## src/rtl/pump_seq_ctrl.sv

```systemverilog
// Six-phase pneumatic sequencer for a three-chamber peristaltic pump.
// Drives valve1/dc/valve2 air lines for a counted or continuous run.
module pump_seq_ctrl #(
  parameter int PHASE_W  = 16,
  parameter int STROKE_W = 8
) (
  input  logic                clk,
  input  logic                rst,
  input  logic                start,
  input  logic                stop,
  input  logic                dir,
  input  logic [PHASE_W-1:0]  phase_len,
  input  logic [STROKE_W-1:0] strokes,
  output logic                air_valve1,
  output logic                air_dc,
  output logic                air_valve2,
  output logic                busy,
  output logic                done,
  output logic [STROKE_W-1:0] stroke_count
);

  typedef enum logic {
    IDLE,
    RUN
  } state_t;

  state_t              state;
  logic [2:0]          phase;
  logic [PHASE_W-1:0]  timer;
  logic [PHASE_W-1:0]  len_q;
  logic [STROKE_W-1:0] strokes_q;
  logic                dir_q;
  logic                stop_pend;
  logic [2:0]          air_q;

  logic [STROKE_W-1:0] cnt_nxt;
  logic                phase_end;
  logic                end_run;

  // Reverse direction swaps the two valve lines.
  function automatic logic [2:0] pat(
    input logic [2:0] ph,
    input logic       d
  );
    logic [2:0] p;
    case (ph)
      3'd0:    p = 3'b100;
      3'd1:    p = 3'b110;
      3'd2:    p = 3'b010;
      3'd3:    p = 3'b011;
      3'd4:    p = 3'b001;
      default: p = 3'b101;
    endcase
    return d ? {p[0], p[1], p[2]} : p;
  endfunction

  always_comb begin
    cnt_nxt   = (&stroke_count) ? stroke_count
                                : stroke_count + 1'b1;
    phase_end = (timer == len_q - PHASE_W'(1));
    end_run   = ((strokes_q != '0) && (cnt_nxt == strokes_q))
                || stop_pend || stop;
  end

  always_ff @(posedge clk or posedge rst) begin
    if (rst) begin
      state        <= IDLE;
      phase        <= '0;
      timer        <= '0;
      len_q        <= PHASE_W'(1);
      strokes_q    <= '0;
      dir_q        <= 1'b0;
      stop_pend    <= 1'b0;
      air_q        <= '0;
      busy         <= 1'b0;
      done         <= 1'b0;
      stroke_count <= '0;
    end else begin
      done <= 1'b0;
      case (state)
        IDLE: begin
          if (start) begin
            state        <= RUN;
            dir_q        <= dir;
            len_q        <= (phase_len == '0) ? PHASE_W'(1)
                                              : phase_len;
            strokes_q    <= strokes;
            stop_pend    <= 1'b0;
            stroke_count <= '0;
            phase        <= '0;
            timer        <= '0;
            busy         <= 1'b1;
            air_q        <= pat(3'd0, dir);
          end
        end
        default: begin
          if (stop)
            stop_pend <= 1'b1;
          if (!phase_end) begin
            timer <= timer + 1'b1;
          end else begin
            timer <= '0;
            if (phase != 3'd5) begin
              phase <= phase + 1'b1;
              air_q <= pat(phase + 1'b1, dir_q);
            end else begin
              stroke_count <= cnt_nxt;
              phase        <= '0;
              if (end_run) begin
                state <= IDLE;
                busy  <= 1'b0;
                done  <= 1'b1;
                air_q <= '0;
              end else begin
                air_q <= pat(3'd0, dir_q);
              end
            end
          end
        end
      endcase
    end
  end

  assign air_valve1 = air_q[2];
  assign air_dc     = air_q[1];
  assign air_valve2 = air_q[0];

endmodule
```

## config.mk

```make
export PLATFORM = sky130hd
export DESIGN_NAME = pump_seq_ctrl
export DESIGN_NICKNAME = d
export VERILOG_FILES = /design/src/rtl/pump_seq_ctrl.sv
export SDC_FILE = /design/constraint.sdc
export NUM_CORES = 1
export LEC_CHECK = 0
export ABC_CLOCK_PERIOD_IN_PS = 8000
export BUFFER_PORTS_ARGS = -buffer_cell sky130_fd_sc_hd__buf_4
export CORE_MARGIN = 5
export CORE_UTILIZATION = 45
export CTS_BUF_LIST = sky130_fd_sc_hd__clkbuf_2 sky130_fd_sc_hd__clkbuf_4 sky130_fd_sc_hd__clkbuf_8
export CTS_CLUSTER_DIAMETER = 150
export CTS_CLUSTER_SIZE = 28
export DETAILED_ROUTE_END_ITERATION = 7
export RECOVER_POWER = 100
export SKIP_CTS_REPAIR_TIMING = 1
export SLEW_MARGIN = 20
export SYNTH_ARGS = -nofsm -noshare
export SYNTH_HDL_FRONTEND = slang
export SYNTH_SLANG_ARGS = --single-unit
```

## constraint.sdc

```tcl
create_clock -name clk -period 8 [get_ports clk]
set_input_delay 0.8 -clock clk [delete_from_list [all_inputs] [get_ports clk]]
set_output_delay 0.8 -clock clk [all_outputs]
set_load 0.005 [all_outputs]
```

==> flow_metrics.py <==
metrics = {
    "power": {
        "p_leak_nw": 1.90,
        "p_seq_share_pct": 44.4,
        "pwr-share-clk_pct": 32.2,
        "p_switching_mw": 0.312,
        "combPwrFrac_pct": 23.4,
        "powerDensity_nw_per_um2": 218,
        "ir_drop_uv": 91.3,
        "internal-power_mw": 0.642,
        "swShare_pct": 32.7,
    },
    "routing": {
        "drt_wl_total_um": 10100,
        "post_drt_wl_per_cell_um": 17.1,
        "drc": 0,
        "drt_iter0_drc": 157,
        "antenna_left": 0,
        "via_per_inst": 5.92,
        "vias": 3503,
        "drt-pass1-iter-count": 5,
    },
    "global_routing": {
        "grt_pass1_vias": 3333,
        "grt_use_total_pct": 20.3,
        "grt_pass1_wl_um": 16900,
        "gr-total-overflow": 0,
        "grt_max_degree": 60,
        "antenna_found_initial": 0,
    },
    "synth": {
        "netlist_area_um2": 3880,
        "synth_top_area_share_pct": 37.4,
        "netlist_instances": 455,
        "synth.distinct_cells": 71,
        "synth-edff-count": 0,
        "synth_flop_cell": "dfrtp_1",
        "synthArstFlopShare_pct": 100,
        "synth_warnings": 0,
        "synth_fp_nets": 488,
        "syn_avg_cell_area_um2": 8.54,
        "synth_top_area_cell": "dfrtp_1",
        "ys_seq_area_share_pct": 38.0,
        "synth_seq_cells": 59,
        "netlist_top_cells_area": "dfrtp_1 (37%), nand2_1 (8.3%), xnor2_1 (3.8%)",
    },
    "setup_path": {
        "cp_top_family": "simple AND/OR/NAND/NOR gates",
        "r2r-end": "air_q[1]",
        "cp-end-kind": "flop",
        "path_cells": "nor4_1 > a22o_1 > nand4_1 > nor4_1 > and4_1 > o21ai_0 > o41ai_2",
        "slowest_stage": "nor4_1",
        "rr_worst_depth": 7,
        "crit_buf_inv": 0,
        "r2r-start": "len_q[2]",
        "crit_path_start_kind": "flop",
        "critPathMaxFanout": 26,
        "crit_path_max_incr_delay_ps": 1000,
        "reg2reg_setup_slack_ps": 3950,
        "crit_arrival_ps": 4280,
        "setup.worst_path.class": "flop to flop",
        "cpMostUsedCell": "nor4_1",
        "required_ps": 8230,
    },
    "timing": {
        "tns_ps": 0,
        "slew_viol_final": 60,
        "skew_ps": 14.8,
        "setup_slack_ps": 3950,
        "fmax_mhz": 247,
        "slew_headroom_pct": -113,
        "min_period_ps": 4050,
        "tightest_slew_ps": 3190,
        "hold_viol_final": 0,
        "rsz0062_at_grt": "no",
        "timing.final.crit_share_pct": 50.6,
        "setup-violations-final": 0,
    },
    "final_layout": {
        "instances_no_fill": 592,
        "nets": 516,
        "diodes": 0,
        "final_cell_mix": "nand2_1 (86), dfrtp_1 (58), buf_4 (27), nor2_1 (23)",
        "register_area_um2": 1480,
        "fill_cells": 798,
        "area_growth_pct": 12.5,
        "layout_commonest_cell": "nand2_1",
        "multi_input_area_um2": 2170,
        "drive_gt1_share_pct": 14.2,
    },
    "floorplan": {
        "start_util_pct": 46.8,
        "ioPinCount": 42,
        "rows": 33,
        "fp.coreArea_um2": 8300,
        "die_w_um": 103,
        "die-area_um2": 10600,
        "die_y_um": 103,
    },
    "min_path": {
        "whs_path_depth": 2,
        "hold_class": "flop to flop",
        "min_to": "stop_pend",
        "hp-start": "stop_pend",
    },
    "outcome": {
        "violations": "capacitance limit, slew limit",
        "status": "complete, but fails checks",
    },
    "clock_tree": {
        "h-tree-depth": 3,
        "cts_buffers": 9,
        "clk-insertion-delay-late_ps": 330,
        "cts_buffer_depth": 2,
        "root_buffer": "clkbuf_8",
        "cts_tree": "built",
        "clock_sinks": 59,
        "path_clk_slew_ps": 70,
    },
    "placed_design": {
        "detailed_place_hpwl_um": 7370,
        "dpl.cell_count": 577,
        "port_buffers": 41,
        "pre_cts_ws_ps": 4470,
        "gp_congestion": 0.912,
    },
    "run": {
        "cap_violations": 1,
    },
}
[cells in the mapped netlist, types with 12 or more instances]
master,n
a31oi_1,18
and3_1,16
clkbuf_1,18
dfrtp_1,58
inv_1,15
nand2_1,86
nor2_1,22
nor3_1,16
nor4_1,12
o21ai_0,16
xnor2_1,17
[flip-flops by register name, indices dropped and copies added, names as in the netlist]
name	count
air_q	3
done	1
stroke_count	8
len_q	16
busy	1
phase	3
stop_pend	1
state	1
timer	16
strokes_q	8
dir_q	1
[worst min-delay path: stages (launching register included)]
cell and delay, ps:
dfrtp_1 340, a21oi_1 40, nor2_1 70
[stage by stage]
step / total power, mW / utilization [%] / cell area [µm²] / hold slack, ps
2_1_floorplan: 0.580 / - / 3880 / 455
3_3_place_gp: 0.650 / 50.7 / 4210 / 471
3_5_place_dp: 0.655 / 50.7 / 4210 / 476
4_1_cts: 0.962 / 53.3 / 4430 / 492
5_1_grt: 1.01 / 52.7 / 4370 / 513
6_report: 0.954 / 52.7 / 4370 / 489
[kinds of logic (layout without fill, tap and decap cells)]
family | count (synthesis) | count (layout) | synth area share, %
compound gates | 109 | 109 | 21.1
fa+ha+maj | 4 | 4 | 1.29
buf+inv | 42 | 74 | 5.09
flops | 59 | 59 | 38.0
simple gates | 213 | 213 | 28.2
xor+xnor | 28 | 28 | 6.31
[per-layer routing]
layer / up-vias / GRT usage, % / part of all wire [%]
met2: 73 / 29.9 / 45
met3: 8 / 2.91 / 4.9
met5: - / 0 / 0
li1: 1720 / - / -
met4: 0 / 6.08 / 0.90
met1: 1702 / 30.7 / 49
[cell type report]
| type | instances | area share [%] |
|---|---|---|
| sequential | 59 | 33.8 |
| clock inverter | 4 | 1.69 |
| tap | 105 | 3.01 |
| timing repair buffer | 44 | 7.13 |
| clock buffer | 11 | 3.32 |
| inverter | 15 | 1.29 |
| multi-input combinational | 354 | 49.8 |
[how the worst max path moves through the flow]
stage / start / end / slack [ps] / depth (start not counted)
2_1_floorplan: len_q[0] / phase[1] / 5210 / 12
3_3_place_gp: len_q[2] / air_q[1] / 4550 / 7
3_5_place_dp: len_q[0] / air_q[1] / 4470 / 9
4_1_cts: len_q[0] / air_q[1] / 4450 / 9
5_1_grt: len_q[3] / stroke_count[6] / 3480 / 7
6_report: len_q[2] / air_q[1] / 3950 / 7
[power by group through the flow]
stage	clock, mW	sequential [mW]	combinational (mW)
global placement	0	0.426	0.224
detailed placement	0	0.429	0.226
finish	0.307	0.423	0.224
CTS	0.311	0.423	0.228
floorplan	0	0.389	0.191
global route	0.324	0.432	0.252
No activity file was read; power rests on OpenSTA's default activity.
